## src/rtl/video_axis_pkg.sv

```systemverilog
// Shared definitions for the video AXI-Stream framer and the AES-CTR frame logic.
package video_axis_pkg;

  localparam int DEF_H_RES = 1920;
  localparam int DEF_V_RES = 1080;
  localparam int RGB_W     = 24;

  // Framer FSM states.
  typedef logic [0:0] framer_state_t;
  localparam framer_state_t ST_IDLE = 1'b0;
  localparam framer_state_t ST_RUN  = 1'b1;

  // Bits needed to count 0..n-1; never below one bit.
  function automatic int cnt_width(input int n);
    return (n > 1) ? $clog2(n) : 1;
  endfunction

  function automatic int h_cnt_width(input int h_res);
    return cnt_width(h_res);
  endfunction

  function automatic int v_cnt_width(input int v_res);
    return cnt_width(v_res);
  endfunction

endpackage

```

## src/rtl/axis_skid_buffer.sv

```systemverilog
// Two-entry AXI-Stream register slice: an output register plus one skid
// register, with a registered s_tready so the ready path is fully cut.
module axis_skid_buffer #(
  parameter int DATA_W = 24
) (
  input  logic              clk,
  input  logic              rst,
  input  logic              s_enable,
  input  logic [DATA_W-1:0] s_tdata,
  input  logic              s_tvalid,
  input  logic              s_tlast,
  input  logic              s_tuser,
  output logic              s_tready,
  output logic [DATA_W-1:0] m_tdata,
  output logic              m_tvalid,
  output logic              m_tlast,
  output logic              m_tuser,
  input  logic              m_tready
);

  localparam int PW = DATA_W + 2;

  logic [PW-1:0] out_q;
  logic [PW-1:0] skid_q;
  logic [PW-1:0] s_payload;
  logic          out_valid_q;
  logic          skid_valid_q;
  logic          ready_q;
  logic          s_hs;
  logic          out_free;
  logic          skid_valid_d;

  assign s_payload = {s_tuser, s_tlast, s_tdata};
  assign s_hs      = s_tvalid & ready_q;
  assign out_free  = ~out_valid_q | m_tready;

  // Next occupancy of the skid register.
  always_comb begin
    // NOTE: every always_comb output gets a default first so no path leaves it unassigned (latch).
    skid_valid_d = skid_valid_q;
    if (out_free)
      skid_valid_d = 1'b0;
    else if (s_hs)
      skid_valid_d = 1'b1;
  end

  // Move pixels input -> output register, or park them in the skid register on a stall.
  always_ff @(posedge clk) begin
    // NOTE: sequential state uses non-blocking assignments so every flop samples pre-edge values.
    if (rst) begin
      // NOTE: data registers are reset too, because the stream outputs must read zero in reset.
      out_q        <= '0;
      skid_q       <= '0;
      out_valid_q  <= 1'b0;
      skid_valid_q <= 1'b0;
      ready_q      <= 1'b0;
    end else begin
      skid_valid_q <= skid_valid_d;
      // Ready is high only when the skid register is guaranteed free next cycle.
      ready_q      <= s_enable & ~skid_valid_d;
      if (out_free) begin
        if (skid_valid_q) begin
          out_q       <= skid_q;
          out_valid_q <= 1'b1;
        end else if (s_hs) begin
          out_q       <= s_payload;
          out_valid_q <= 1'b1;
        end else begin
          out_valid_q <= 1'b0;
        end
      end
      if (!out_free && s_hs)
        skid_q <= s_payload;
    end
  end

  assign s_tready = ready_q;
  assign m_tvalid = out_valid_q;
  assign m_tdata  = out_q[DATA_W-1:0];
  assign m_tlast  = out_q[DATA_W];
  assign m_tuser  = out_q[DATA_W+1];

endmodule

```

## src/rtl/axis_video_framer.sv

```systemverilog
// Frames a raw RGB pixel stream into AXI4-Stream video: tuser on the first
// pixel of each frame, tlast on the last pixel of each line.
module axis_video_framer
  import video_axis_pkg::*;
#(
  parameter int H_RESOLUTION       = DEF_H_RES,
  parameter int V_RESOLUTION       = DEF_V_RES,
  parameter int C_AXIS_TDATA_WIDTH = RGB_W,
  parameter int USE_S_TLAST        = 0
) (
  input  logic                            axis_aclk,
  input  logic                            axis_reset,
  input  logic                            enable,
  input  logic [C_AXIS_TDATA_WIDTH-1:0]   s00_axis_tdata,
  input  logic                            s00_axis_tvalid,
  input  logic                            s00_axis_tlast,
  output logic                            s00_axis_tready,
  output logic [C_AXIS_TDATA_WIDTH-1:0]   m00_axis_tdata,
  output logic                            m00_axis_tvalid,
  input  logic                            m00_axis_tready,
  output logic                            m00_axis_tlast,
  output logic                            m00_axis_tuser,
  output logic [C_AXIS_TDATA_WIDTH/8-1:0] m00_axis_tkeep,
  output logic                            frame_done,
  output logic                            err_early_eol,
  output logic                            err_late_eol
);

  localparam int H_W = h_cnt_width(H_RESOLUTION);
  localparam int V_W = v_cnt_width(V_RESOLUTION);
  localparam int D_W = C_AXIS_TDATA_WIDTH;
  localparam logic [H_W-1:0] H_LAST = H_W'(H_RESOLUTION - 1);
  localparam logic [V_W-1:0] V_LAST = V_W'(V_RESOLUTION - 1);

  framer_state_t  state_q;
  framer_state_t  state_d;
  logic [H_W-1:0] h_q;
  logic [V_W-1:0] v_q;
  logic           s_hs;
  logic           s_eol;
  logic           at_h_last;
  logic           line_end;
  logic           frame_end;
  logic           tag_user;
  logic           early_q;
  logic           late_q;
  logic           done_q;
  logic [D_W:0]   buf_tdata;
  logic           buf_eof;

  assign s_hs      = s00_axis_tvalid & s00_axis_tready;
  assign s_eol     = (USE_S_TLAST != 0) && s00_axis_tlast;
  assign at_h_last = (h_q == H_LAST);
  // An upstream EOL may end a line short; the last column always ends it.
  assign line_end  = at_h_last | s_eol;
  assign frame_end = line_end & (v_q == V_LAST);
  assign tag_user  = (h_q == '0) && (v_q == '0);

  // Run/stop decision: starts on enable, stops only after a whole frame has been accepted.
  always_comb begin
    state_d = state_q;
    case (state_q)
      ST_IDLE: if (enable) state_d = ST_RUN;
      ST_RUN:  if (s_hs && frame_end && !enable) state_d = ST_IDLE;
      default: state_d = ST_IDLE;
    endcase
  end

  // State register.
  always_ff @(posedge axis_aclk) begin
    if (axis_reset)
      state_q <= ST_IDLE;
    else
      state_q <= state_d;
  end

  // Pixel/line counters, advanced on each accepted input pixel.
  always_ff @(posedge axis_aclk) begin
    if (axis_reset) begin
      h_q <= '0;
      v_q <= '0;
    end else if (s_hs) begin
      if (line_end) begin
        h_q <= '0;
        v_q <= (v_q == V_LAST) ? '0 : v_q + 1'b1;
      end else begin
        h_q <= h_q + 1'b1;
      end
    end
  end

  // Sticky line-length errors against the upstream EOL marker.
  always_ff @(posedge axis_aclk) begin
    if (axis_reset) begin
      early_q <= 1'b0;
      late_q  <= 1'b0;
    end else if (s_hs && (USE_S_TLAST != 0)) begin
      if (s00_axis_tlast && !at_h_last)
        early_q <= 1'b1;
      if (at_h_last && !s00_axis_tlast)
        late_q <= 1'b1;
    end
  end

  // The end-of-frame tag rides alongside the pixel so completion is seen at the output.
  axis_skid_buffer #(
    .DATA_W (D_W + 1)
  ) u_skid (
    .clk      (axis_aclk),
    .rst      (axis_reset),
    .s_enable (state_d == ST_RUN),
    .s_tdata  ({frame_end, s00_axis_tdata}),
    .s_tvalid (s00_axis_tvalid),
    .s_tlast  (line_end),
    .s_tuser  (tag_user),
    .s_tready (s00_axis_tready),
    .m_tdata  (buf_tdata),
    .m_tvalid (m00_axis_tvalid),
    .m_tlast  (m00_axis_tlast),
    .m_tuser  (m00_axis_tuser),
    .m_tready (m00_axis_tready)
  );

  assign m00_axis_tdata = buf_tdata[D_W-1:0];
  assign buf_eof        = buf_tdata[D_W];

  // One-cycle pulse after the frame's last pixel leaves downstream.
  always_ff @(posedge axis_aclk) begin
    if (axis_reset)
      done_q <= 1'b0;
    else
      done_q <= m00_axis_tvalid & m00_axis_tready & buf_eof;
  end

  assign frame_done     = done_q;
  assign err_early_eol  = early_q;
  assign err_late_eol   = late_q;
  assign m00_axis_tkeep = '1;

endmodule

```

## config.mk

```make
export PLATFORM = sky130hd
export DESIGN_NAME = axis_video_framer
export DESIGN_NICKNAME = d
export VERILOG_FILES = /design/src/rtl/video_axis_pkg.sv /design/src/rtl/axis_skid_buffer.sv /design/src/rtl/axis_video_framer.sv
export SDC_FILE = /design/constraint.sdc
export NUM_CORES = 1
export LEC_CHECK = 0
export CAP_MARGIN = 40
export CORE_MARGIN = 2
export CORE_UTILIZATION = 32
export CTS_CLUSTER_SIZE = 24
export DETAILED_ROUTE_END_ITERATION = 6
export HOLD_SLACK_MARGIN = 0.02
export SKIP_CTS_REPAIR_TIMING = 1
export SYNTH_ARGS = -nofsm -noshare
export SYNTH_HDL_FRONTEND = slang
export SYNTH_SLANG_ARGS = --single-unit
export TNS_END_PERCENT = 50
```

## constraint.sdc

```tcl
create_clock -name axis_aclk -period 2.67 [get_ports axis_aclk]
set_input_delay 0.267 -clock axis_aclk [delete_from_list [all_inputs] [get_ports axis_aclk]]
set_output_delay 0.267 -clock axis_aclk [all_outputs]
set_load 0.05 [all_outputs]
```

==> reports/results.tsv <==
metric	value	unit
CORE AREA	11270	um^2
setup TNS	0	ns
routed len/inst	13.32	um
# fillers	1112	
Critical Path Source	h_q[0]	
# clock sinks	81	
Netlist cell types	41	
YS warnings	0	
pre-CTS setup slack	0.2492	ns
CTS clk-pin slew, worst paths	0.06	ns
slowest stage delay, CP	0.73	ns
Seq cells post-synth	81	
Mean Syn Cell Area	8.517	um^2
DRT Pass-1 Iters	5	
total number of vias	2946	
min-delay src	axis_reset	
io pins	64	
Mapped Cells	430	
vias per cell	4.894	
Final Hold Viols	0	
largest cells by area after synthesis	dfxtp_1 44%, mux2i_1 6.8%, nand2_1 6.8%	
max_cap viols	0	
Synth async-reset ratio	0	%
Period Utilization, post-route	82.37	%
clk_skew	0.005240	ns
global route total overflow	0	
port buffer count	57	
die area	12320	um^2
Register Area	1623	um^2
Period minus WS final	2.199	ns
number of global-route vias before repair	2781	
endpoint type of the worst setup path	flop	
TritonCTS Buffers	9	
TritonCTS clock tree	done	
routability congestion estimate	0.8194	
FF-to-FF Start	h_q[0]	
Cell Chain, Critical Path	ha_1 > nand4_2 > or4_1 > or3_1 > a21oi_1	
EDFF count, synth	0	
RSZ-0062 raised after global routing	false	
row cnt	39	
CP max stage cell	or4_1	
Die Width	111.0	um
largest net degree at the start of global routing	55	
clock tree root driver cell	clkbuf_16	
WP data required	2.93	ns
delay-heaviest family, CP	simple AND/OR/NAND/NOR gates	
placed insts	586	
overall routing resource usage	13.55	%
most common cell in the synthesized netlist	dfxtp_1	
dpl hpwl	5.411	mm
post-synthesis sequential area ratio	44.28	%
Max Buffers Root-to-Sink	2	
area occupied by multi-input gates	1717	um^2
critical path arrival	2.46	ns
WL final	8.016	mm
first-pass GRT wire length	13.54	mm
antenna violations before repair	0	
layout cells sized above 1	6.972	%
relative slew slack	56.32	%
critical path startpoint category	flop	
CP bufs+invs	0	
CP Max Fanout	17	
DRC	0	
Slew @ Worst Pin	0.6552	ns
Setup WS post-layout	0.4707	ns
leakage power	1.461	nW
Die Height	111.0	um
Cell Pwr Density	636.9	nW/um^2
mapped cell area	3662	um^2
cell taking the most area after synthesis	dfxtp_1	
Area Growth Syn to Fin	22.55	%
Ant. Diodes	0	
leading cell types by count after synthesis	81 x dfxtp_1, 66 x nand2_1, 42 x nor2_1	
Nets	488	
run status	complete, no violations	
Routed Antenna Nets	0	
Initial Util	32.49	%
Worst-Skew Late Latency	0.33	ns
# setup viols final	0	
Hold Path Class	input port to flop	
ys flop type	dfxtp_1	
Slew Limit Fails	0	
fin cells	602	
achievable clock frequency	0.4547	GHz
H-tree Lvls	3	
DR iter-0 viols	134	
post-synth top area share	44.28	%
crit path kind	flop to flop	
maximum VDD drop	0.0002799	V
-- state kept, by name, summed over array words and instances (netlist names) --
| name | cells |
|---|---|
| u_skid.out_q | 27 |
| u_skid.s_tready | 1 |
| u_skid.m_tvalid | 1 |
| h_q | 11 |
| state_q | 1 |
| v_q | 11 |
| u_skid.skid_q | 27 |
| u_skid.skid_valid_q | 1 |
| frame_done | 1 |
-- worst paths after layout --
| kind | end | slack (ns) | depth (start not counted) |
|---|---|---|---|
| max reg2reg | v_q[9] | 0.47 | 5 |
| min reg2reg | u_skid.skid_q[12] | 0.45 | 2 |
| max | v_q[9] | 0.47 | 5 |
| min | h_q[1] | 0.43 | 2 |
-- through the flow --
stage	utilization [%]	area (um^2)	hold WS, ns	power [mW]
detailed placement	37.04	4175	0.4465	1.622
global placement	37.04	4175	0.4407	1.619
finish	39.82	4488	0.4349	2.859
floorplan	-	3674	0.4030	1.530
CTS	39.82	4488	0.4482	2.892
global route	39.82	4488	0.4718	2.966
-- where the power goes --
group / leakage [nW] / switching [mW] / internal (mW)
sequential: 0.658 / 0.0210 / 1.24
combinational: 0.656 / 0.206 / 0.122
clock: 0.147 / 0.506 / 0.761
total: 1.46 / 0.733 / 2.13
-- cell families after synthesis --
logic type                 count (synthesis)  synth area share, %
adders and majority gates                  4                1.367
muxes                                     25                6.833
and+or+nand+nor                          164                21.73
DFF                                       81                44.28
AOI/OAI and AO/OA                         83                14.01
xor gates and xnor gates                   9                2.152
other                                      2               0.2051
buffers and inverters                     62                9.429
-- area by class of cell --
class | count | area share, %
Sequential cell | 81 | 36.16
Clock inverter | 6 | 1.645
Inverter | 9 | 0.7527
Timing Repair Buffer | 63 | 13.88
Clock buffer | 10 | 5.325
Multi-Input combinational cell | 290 | 38.25
Tap cell | 143 | 3.987
-- placed cells by master (no fill, tap or decap), drive strengths merged, types with 3 or more instances in the layout --
master / netlist / final
nand4b: 3 / 3
xor2: 5 / 5
nand2: 66 / 66
and3: 3 / 3
dfxtp: 81 / 81
mux2i: 25 / 25
or4: 8 / 8
ha: 4 / 4
nor3: 3 / 3
xnor2: 4 / 4
nand4: 8 / 8
clkdlybuf4s50: 0 / 56
or3: 10 / 10
clkbuf: 20 / 10
o21ai: 10 / 10
nor2: 42 / 42
conb: 2 / 5
a21oi: 41 / 41
inv: 9 / 11
nor4: 3 / 3
nand3: 8 / 8
buf: 33 / 7
a211oi: 26 / 26
-- per-layer routing --
layer	global-route usage, %	vias to the layer above	part of all wire, %
met3	2.406	8	2.8
met5	0	-	0
met1	17.32	1387	47
met2	22.41	36	48
li1	-	1515	-
met4	6.000	0	1.8
Power figures use the tool's default switching activity.
